## src/rtl/serial_adder.sv

```systemverilog
// Digit-serial adder: sum = a + b + cin, DIGIT bits per clock, LSB digit first; done pulses
// WIDTH/DIGIT cycles after the start edge. start is ignored (no backpressure queue) while busy.
module serial_adder #(
    parameter int WIDTH = 8,
    parameter int DIGIT = 1
) (
    input  logic             clk,
    input  logic             rst,
    input  logic             start,
    input  logic [WIDTH-1:0] a,
    input  logic [WIDTH-1:0] b,
    input  logic             cin,
    output logic             busy,
    output logic             done,
    output logic [WIDTH-1:0] sum,
    output logic             cout,
    output logic             overflow
);
    localparam int N  = WIDTH / DIGIT;
    localparam int CW = (N > 1) ? $clog2(N) : 1;
    localparam logic [CW-1:0] LAST = CW'(N - 1);

    generate
        if (WIDTH < 1 || DIGIT < 1 || (WIDTH % DIGIT) != 0) begin : g_bad_param
            $error("serial_adder: DIGIT must be >= 1 and divide WIDTH exactly");
        end
    endgenerate

    typedef enum logic {IDLE, RUN} state_t;

    state_t           r_state;
    logic [WIDTH-1:0] r_a;
    logic [WIDTH-1:0] r_b;
    logic [WIDTH-1:0] r_psum;
    logic             r_carry;
    logic             r_a_msb;
    logic             r_b_msb;
    logic [CW-1:0]    r_cnt;

    logic [DIGIT:0]         w_slice;
    logic [WIDTH+DIGIT-1:0] w_psum_ext;
    logic [WIDTH-1:0]       w_psum_next;

    assign w_slice     = {1'b0, r_a[DIGIT-1:0]} + {1'b0, r_b[DIGIT-1:0]} + {{DIGIT{1'b0}}, r_carry};
    // New digit enters at the top; after N steps the first digit has reached bit 0.
    assign w_psum_ext  = {w_slice[DIGIT-1:0], r_psum};
    assign w_psum_next = w_psum_ext[WIDTH+DIGIT-1:DIGIT];

    always_ff @(posedge clk) begin
        if (rst) begin
            r_state  <= IDLE;
            r_a      <= '0;
            r_b      <= '0;
            r_psum   <= '0;
            r_carry  <= 1'b0;
            r_a_msb  <= 1'b0;
            r_b_msb  <= 1'b0;
            r_cnt    <= '0;
            busy     <= 1'b0;
            done     <= 1'b0;
            sum      <= '0;
            cout     <= 1'b0;
            overflow <= 1'b0;
        end else begin
            done <= 1'b0;
            case (r_state)
                IDLE: begin
                    if (start) begin
                        r_a     <= a;
                        r_b     <= b;
                        r_carry <= cin;
                        r_a_msb <= a[WIDTH-1];
                        r_b_msb <= b[WIDTH-1];
                        r_psum  <= '0;
                        r_cnt   <= '0;
                        busy    <= 1'b1;
                        r_state <= RUN;
                    end
                end
                RUN: begin
                    r_a     <= r_a >> DIGIT;
                    r_b     <= r_b >> DIGIT;
                    r_carry <= w_slice[DIGIT];
                    r_psum  <= w_psum_next;
                    r_cnt   <= r_cnt + CW'(1);
                    if (r_cnt == LAST) begin
                        sum      <= w_psum_next;
                        cout     <= w_slice[DIGIT];
                        overflow <= (r_a_msb == r_b_msb) && (w_psum_next[WIDTH-1] != r_a_msb);
                        done     <= 1'b1;
                        busy     <= 1'b0;
                        r_state  <= IDLE;
                    end
                end
                default: r_state <= IDLE;
            endcase
        end
    end
endmodule

```

## config.mk

```make
export PLATFORM = sky130hd
export DESIGN_NAME = serial_adder
export DESIGN_NICKNAME = d
export VERILOG_FILES = /design/src/rtl/serial_adder.sv
export SDC_FILE = /design/constraint.sdc
export NUM_CORES = 1
export LEC_CHECK = 0
export CAP_MARGIN = 20
export CORE_MARGIN = 1.5
export CORE_UTILIZATION = 50
export DETAILED_ROUTE_END_ITERATION = 6
export PLACE_DENSITY = 0.76
export RECOVER_POWER = 100
export SYNTH_ARGS = -nofsm -noshare
export SYNTH_HDL_FRONTEND = slang
export SYNTH_SLANG_ARGS = --single-unit
```

## constraint.sdc

```tcl
create_clock -name clk -period 2.1 [get_ports clk]
set_input_delay 0.21 -clock clk [delete_from_list [all_inputs] [get_ports clk]]
set_output_delay 0.21 -clock clk [all_outputs]
set_load 0.02 [all_outputs]
```

==> run summary, run 1 <==
status: finished, final reports clean
Final period util: 0.807
final setup margin: 406 ps
syn nets: 210
Worst Path Buf+Inv: 1
Resize count post-CTS: 0
Tmin final: 1690 ps
H-tree depth: 2
Seq/Total Area, Yosys: 0.462
DRT Wirelength: 3.05 mm
Layout Cell Area excl Fill: 2170 µm²
Final TNS setup: 0 ps
# port buffers: 31
Hold Path End: sum[2]
DIE HEIGHT: 63.3 µm
Yosys Warn Count: 0
crit end category: flip-flop
Worst R2R Setup Slack: 410 ps
Crit. Startpoint: r_state
vias per cell: 5.02
total CTS buffers: 5
fmax: 590 MHz
largest net degree at the start of global routing: 43
Synth Instances: 186
Post-synth top flop: dfxtp_1
FP Rows: 21
placed inst area: 2130 µm²
number of hold buffers added after CTS: 0
Clock Latency Late Sink: 350 ps
area of the mapped netlist: 1820 µm²
CP max stage cell: dfxtp_1
hold path depth: 2
share of layout cells above drive strength 1: 0.106
Ant. Diodes: 0
FFs w/ async S/R, synth: 0
critical path type: reg -> reg
final hold vios: 0
Clock Pin Slew Worst Setup and Hold Paths: 110 ps
CTS tree: yes
Startpoint Class: flip-flop
Fill cells: 310
Mean Syn Cell Area: 9.78 µm²
Clock Skew: 5.49 ps
vias in the first global route: 1259
Final Max Slew Viols: 0
maximum buffer depth of the clock tree: 2
reg2reg start: r_state
Leak: 0.866 nW
slowest stage delay, CP: 700 ps
Placed Cells incl. Taps: 254
Worst VDD drop: 0.000453 V
Die W: 63.3 µm
leading area contributor after synthesis: dfxtp_1
DR iter-0 viols: 54
clk sink count: 42
GRT met2 Usage: 0.295
Yosys cell types: 24
NumNets Final: 239
register bit total from synthesis: 42
final setup fails: 0
All-Layer GR Usage: 0.171
placed wire-length estimate: 2.18 mm
global route overflow: 0
core box area: 3420 µm²
ranking of synthesized cells by area: dfxtp_1, mux2i_1, nor2_1
Slew @ Worst Pin: 640 ps
Hold Crit Class: reg -> reg
met1 track demand over resource: 0.194
area share of the largest cell type after synthesis: 0.462
antenna violations before repair: 0
clock root cell: clkbuf_4
RSZ-0062 raised after global routing: false
r2r worst-path depth: 3
starting density of the core: 0.533
Crit path arrival time: 1920 ps
DRC viols: 0
total die area: 4010 µm²
crit path max fanout: 20
critical path required time: 2330 ps
post-CTS setup buffer count: 0
drt pass-1 iters: 4
via count: 1316
slew margin rel.: 0.573
P&R area growth vs syn: 19.2%
busiest layer in global routing: met2
Avg WL per Cell: 11.6 µm
Routed Antenna Nets: 0
crit path cell chain: clkbuf_1, mux2i_1, nor2_1
first-pass GRT wire length: 5.40 mm
r2r endpoint: r_b[5]
Ports: 32
max_cap viols: 0
Final GP Congestion: 0.681
met3 GRT Util: 0.0643
number of flops mapped to enable cells by yosys: 0
DP Worst Slack: 428 ps
power per cell area: 695 nW/µm²
HP Start: sum[2]
final cell count without fillers: 262
CP delay by family, top: flip-flops
## cells in the mapped netlist, types with 4 or more instances
library cell   n
dfxtp_1       42
nor2_1        33
mux2i_1       19
a21oi_1       18
nand2_1       16
mux2_2        10
nor3b_1        9
inv_1          5
buf_6          4
clkbuf_1       4
mux2_4         4
## worst register-to-register path: cells and delay by family, from the launching register on
family / cells / cell delay (ps)
buf+inv: 1 / 560
flops: 1 / 700
mux: 1 / 260
simple gates: 1 / 60
## cell families (layout without fill, tap and decap cells)
logic type,after synthesis,in the layout,share of synthesized area
adder cells (fa/ha/maj),4,4,0.0316
multiplexers,33,33,0.199
AO/OA/AOI/OAI,23,23,0.0798
buffers and inverters,19,49,0.0640
AND/OR/NAND/NOR,65,65,0.163
flip-flops,42,42,0.462
## final cells by class
type / count / area [µm²] / share of cell area
flip-flops and latches: 42 / 841 / 0.388
multi-input cells: 125 / 835 / 0.385
repair buffers: 36 / 338 / 0.156
clock buffers: 8 / 78.8 / 0.0364
well taps: 46 / 57.6 / 0.0265
inverters: 5 / 18.8 / 0.00866
## placed cells by master, fill, tap and decap left out, drive strengths merged
cell            n
dlygate4sd3    13
nand2          16
fa              1
a311oi          1
and2b           1
a21oi          18
ha              3
or3             1
nor3b           9
buf             2
clkbuf         11
nor2b           1
nor3            2
dfxtp          42
nand3           1
and2            1
mux2i          19
inv             5
mux2           14
clkdlybuf4s50  18
nor2           33
a211oi          4
## power by group
part,internal [mW],total [mW],switching (mW)
combinational,0.0995,0.181,0.0817
clock,0.229,0.473,0.244
sequential,0.829,0.853,0.0239
total,1.16,1.51,0.349
## routing by layer
layer | vias up | share of wire
met5 | - | 0
met4 | 0 | 0.015
met3 | 6 | 0.048
met2 | 27 | 0.48
met1 | 604 | 0.45
li1 | 679 | -
## flip-flops by register name, summed over array words and instances (netlist names), 3 cells and up
| register | cells |
|---|---|
| r_a | 8 |
| r_b | 8 |
| r_cnt | 3 |
| r_psum | 7 |
| sum | 8 |
## worst max path at each step
stage          endpoint  slack [ps]  cells past startpoint
6_report         r_b[5]         410                      3
5_1_grt          r_b[6]         250                      3
2_1_floorplan  overflow         570                      4
3_5_place_dp     r_a[1]         430                      5
3_3_place_gp     r_b[5]         480                      5
4_1_cts        overflow         460                      4
## stage by stage
stage	power, mW	util	hold slack (ps)
floorplan	1.01	-	357
global placement	1.06	0.623	441
detailed placement	1.07	0.623	441
CTS	1.54	0.646	458
global route	1.60	0.635	476
finish	1.51	0.635	456
Power figures use the tool's default switching activity.
==> run 2: changes to the inputs <==
==> constraint.sdc (replaced) <==
create_clock -name clk -period 1.6 [get_ports clk]
set_input_delay 0.16 -clock clk [delete_from_list [all_inputs] [get_ports clk]]
set_output_delay 0.16 -clock clk [all_outputs]
set_load 0.02 [all_outputs]
==> run 2 against run 1 <==
Compared with the run above: setup slack worse by 320 ps; sequential share of layout area grew 0.21 points; global-route usage is 1.3 points higher; final area decreased by 0.23%; core utilization is 0.15 points lower; first-iteration DRC count up 22%; clock skew rose by 1.8 ps; critical path type is now in -> reg.
==> run summary, run 2 (same netlist as run 1, synthesis figures left out) <==
Avg WL per Cell: 12.0 µm
number of hold buffers added after CTS: 0
DRT Wirelength: 3.14 mm
Clock Skew: 7.31 ps
DR iter-0 viols: 66
vias in the first global route: 1339
H-tree depth: 2
global route overflow: 0
starting density of the core: 0.533
critical path type: in -> reg
vias per cell: 5.01
clk sink count: 42
DIE HEIGHT: 63.3 µm
Die W: 63.3 µm
drt pass-1 iters: 3
Clock Latency Late Sink: 350 ps
final hold vios: 0
Leak: 0.829 nW
RSZ-0062 raised after global routing: false
max_cap viols: 0
Ports: 32
slew margin rel.: 0.547
most frequent cells in the layout: dfxtp_1, nor2_1, clkdlybuf4s50_1
Hold Crit Class: reg -> reg
Layout Cell Area excl Fill: 2160 µm²
FP Rows: 21
Final Max Slew Viols: 0
placed wire-length estimate: 2.22 mm
first-pass GRT wire length: 5.78 mm
fmax: 661 MHz
share of layout cells above drive strength 1: 0.116
clock root cell: clkbuf_4
crit end category: flip-flop
antenna violations before repair: 0
Startpoint Class: primary input
Final GP Congestion: 0.716
CTS tree: yes
core box area: 3420 µm²
Worst VDD drop: 0.000452 V
Final TNS setup: 0 ps
placed inst area: 2160 µm²
Placed Cells incl. Taps: 255
total chip power: 1.85 mW
maximum buffer depth of the clock tree: 2
P&R area growth vs syn: 18.9%
commonest non-fill, non-tap cell in the layout: dfxtp_1
DRC viols: 0
CP delay by family, top: buffers and inverters
Fin Hold WS: 459 ps
power per cell area: 856 nW/µm²
Final period util: 0.945
final cell count without fillers: 262
critical path required time: 1850 ps
crit path cell chain: clkdlybuf4s50_1, clkbuf_2, and2b_1, mux2i_1, nor2_1
status: finished, final reports clean
slowest stage delay, CP: 540 ps
largest net degree at the start of global routing: 43
# port buffers: 31
NumNets Final: 240
Slew @ Worst Pin: 680 ps
crit path max fanout: 29
Largest regs: r_a: 8 flops, r_b: 8 flops, sum: 8 flops
Fill cells: 283
total CTS buffers: 5
Worst Path Buf+Inv: 2
Routed Antenna Nets: 0
Crit path arrival time: 1760 ps
final setup fails: 0
All-Layer GR Usage: 0.184
Ant. Diodes: 0
Tmin final: 1510 ps
total die area: 4010 µm²
via count: 1313
CP max stage cell: clkbuf_2
Clock Pin Slew Worst Setup and Hold Paths: 100 ps
## run 2: changes by cell type in the layout (fill, tap and decap cells not counted), sizes merged
| cell | previous run | this run |
|---|---|---|
| clkdlybuf4s50 | 18 | 30 |
| dlygate4sd3 | 13 | 1 |
| buf | 2 | 5 |
| clkbuf | 11 | 8 |
## run 2: layout make-up
type                            count  area [µm²]  share of cell area
Clock buffer                        7        45.0              0.0208
Inverter                            5        18.8             0.00868
Multi-Input combinational cell    125         833               0.385
Sequential cell                    42         843               0.390
Tap cell                           46        57.6              0.0266
Timing Repair Buffer               37         365               0.169
## run 2: tightest hold or removal path, stage by stage, from the launching register on
cell,delay (ps)
dfxtp_1,320
nand2_1,50
a21oi_1,50
## run 2: per-stage QoR
step,setup slack (ps),util
after floorplan,66.8,-
after detailed placement,45.6,0.632
after global routing,23.1,0.633
after global placement,84.8,0.632
after CTS,26.6,0.645
final,88.0,0.633
## run 2: timing repair
| item | in CTS | in global routing |
|---|---|---|
| endpoints found under the setup margin | 0 | 1 |
| buffers inserted | 0 | 0 |
| gates resized for setup | 0 | 2 |
## run 2: path summary, 6_finish.rpt
path / from / slack, ps / endpoint / cells after the start
setup reg to reg: r_carry / 90 / overflow / 4
setup / recovery: start / 90 / r_b_msb / 5
hold / removal: r_psum[1] / 460 / sum[0] / 2
hold reg to reg: r_psum[1] / 460 / sum[0] / 2
## run 2: per-layer routing
layer	wire (µm)	vias to the layer above	track usage	part of all wire
li1	-	680	-	-
met1	1370	600	0.198	0.44
met2	1570	26	0.324	0.50
met3	150	7	0.0696	0.048
met4	52	0	0.0734	0.017
met5	0	-	0	0
## run 2: power breakdown
group	internal [mW]	switching, mW
clock network	0.166	0.309
logic	0.146	0.118
registers	1.09	0.0244
total	1.40	0.452
==> run 3: changes to the inputs <==
--- a/config.mk
+++ b/config.mk
@@ -6,10 +6,13 @@
 export NUM_CORES = 1
 export LEC_CHECK = 0
 export CAP_MARGIN = 20
+export CELL_PAD_IN_SITES_DETAIL_PLACEMENT = 1
+export CELL_PAD_IN_SITES_GLOBAL_PLACEMENT = 2
+export CORE_ASPECT_RATIO = 1.4
 export CORE_MARGIN = 1.5
-export CORE_UTILIZATION = 50
+export CORE_UTILIZATION = 32
 export DETAILED_ROUTE_END_ITERATION = 6
-export PLACE_DENSITY = 0.76
+export PLACE_DENSITY_LB_ADDON = 0.1
 export RECOVER_POWER = 100
 export SYNTH_ARGS = -nofsm -noshare
 export SYNTH_HDL_FRONTEND = slang
==> constraint.sdc (replaced) <==
create_clock -name clk -period 1.6 [get_ports clk]
set_input_delay 0.32 -clock clk [delete_from_list [all_inputs] [get_ports clk]]
set_output_delay 0.32 -clock clk [all_outputs]
set_load 0.02 [all_outputs]
==> run 3 against run 2 <==
Compared with the run above: clock skew shrank 4.2 ps; setup slack got worse by 34 ps; critical path type is now reg -> out; sequential power barely moved; non-clock buffer count is 3 higher; core utilization down 23 points; sequential share of layout area shrank 1.2 points; largest cell class is now multi-input gates; largest power group unchanged; highest routed layer unchanged; final area grew 3.2%.
==> run summary, run 3 (same netlist as run 1, synthesis figures left out) <==
status: finished, final reports clean
Ant. Diodes: 0
Final TNS setup: 0 ps
# port buffers: 31
final setup margin: 53.5 ps
met1 track demand over resource: 0.151
number of hold buffers added after CTS: 0
Final GP Congestion: 0.680
sw frac: 0.245
power per cell area: 911 nW/µm²
HP Start: r_psum[1]
total die area: 6150 µm²
Leak: 0.841 nW
P&R area growth vs syn: 22.7%
Crit path arrival time: 1230 ps
Int Pwr: 1.54 mW
P_sw: 497 µW
DRT Wirelength: 3.87 mm
Final period util: 0.967
final cell count without fillers: 287
clock root cell: clkbuf_8
share of layout cells above drive strength 1: 0.132
clock power share: 0.318
drt pass-1 iters: 3
CP max stage cell: clkdlybuf4s50_1
final hold vios: 0
Die W: 66.7 µm
maximum buffer depth of the clock tree: 2
first-pass GRT wire length: 6.47 mm
met3 GRT Util: 0.0368
Logic pwr share: 0.135
Layout Cell Area excl Fill: 2230 µm²
Worst Path Buf+Inv: 1
RSZ-0062 raised after global routing: false
total CTS buffers: 5
clk sink count: 42
DR iter-0 viols: 35
core box area: 5490 µm²
GRT met2 Usage: 0.248
Final Max Slew Viols: 0
critical path required time: 1280 ps
Tmin final: 1550 ps
crit end category: output pin
Avg WL per Cell: 13.5 µm
Clock Latency Late Sink: 290 ps
Placed Cells incl. Taps: 280
Hold Crit Class: reg -> reg
Startpoint Class: flip-flop
global route overflow: 0
Largest regs: r_a: 8 flops, r_b: 8 flops, sum: 8 flops
largest net degree at the start of global routing: 43
critical path type: reg -> out
fmax: 647 MHz
crit path max fanout: 2
DP Worst Slack: -111 ps
CTS tree: yes
Clock Pin Slew Worst Setup and Hold Paths: 80 ps
Hold Path End: sum[0]
FP Rows: 32
crit path cell chain: clkdlybuf4s50_1
Worst R2R Setup Slack: 60 ps
Clock Skew: 3.07 ps
final setup fails: 0
DIE HEIGHT: 92.2 µm
reg2reg start: r_a[0]
DRC viols: 0
most frequent cells in the layout: dfxtp_1, nor2_1, clkdlybuf4s50_1
busiest layer in global routing: met2
NumNets Final: 243
Routed Antenna Nets: 0
placed wire-length estimate: 2.75 mm
max_cap viols: 0
antenna violations before repair: 0
hold path depth: 2
starting density of the core: 0.332
All-Layer GR Usage: 0.139
Slew @ Worst Pin: 283 ps
Resize count post-CTS: 0
via count: 1364
vias per cell: 4.75
Worst VDD drop: 0.000429 V
H-tree depth: 2
slew margin rel.: 0.812
Ports: 32
CP delay by family, top: buffers and inverters
vias in the first global route: 1385
r2r endpoint: overflow
placed inst area: 2200 µm²
post-CTS setup buffer count: 0
commonest non-fill, non-tap cell in the layout: dfxtp_1
r2r worst-path depth: 4
slowest stage delay, CP: 600 ps
sequential power share: 0.547
[run 3: per-layer routing]
layer,share of wire,vias to the layer above
li1,-,684
met1,0.41,654
met2,0.54,21
met3,0.031,5
met4,0.019,0
met5,0,-
[run 3: worst max-delay path by stage]
stage | startpoint | end | slack [ps] | depth (start not counted)
global route | r_a[0] | overflow | 6 | 4
finish | cout | cout | 50 | 1
detailed placement | start | r_b[0] | -110 | 5
floorplan | r_a[0] | overflow | 70 | 4
global placement | start | r_b[6] | -30 | 5
CTS | sum[7] | sum[7] | 7 | 1
[run 3: metrics by stage]
| step | hold WS, ps | util | power (mW) |
|---|---|---|---|
| after floorplan | 427 | - | 1.32 |
| after global placement | 440 | 0.401 | 1.41 |
| after detailed placement | 450 | 0.401 | 1.43 |
| after CTS | 461 | 0.414 | 2.08 |
| after global routing | 484 | 0.407 | 2.15 |
| final | 456 | 0.407 | 2.03 |
[run 3: layout make-up]
| class | instances | area (µm²) |
|---|---|---|
| Clock buffer | 7 | 76.3 |
| Tap cell | 68 | 85.1 |
| Inverter | 5 | 18.8 |
| Fill cell | 637 | 3250 |
| Multi-Input combinational cell | 125 | 846 |
| Timing Repair Buffer | 40 | 363 |
| Sequential cell | 42 | 843 |
[run 3: power by group through the flow]
| stage | Sequential, mW | Combinational, mW | Clock (mW) |
|---|---|---|---|
| 3_5_place_dp | 1.14 | 0.292 | 0 |
| 6_report | 1.11 | 0.275 | 0.646 |
| 3_3_place_gp | 1.13 | 0.277 | 0 |
| 2_1_floorplan | 1.13 | 0.194 | 0 |
| 5_1_grt | 1.12 | 0.305 | 0.726 |
| 4_1_cts | 1.11 | 0.293 | 0.678 |
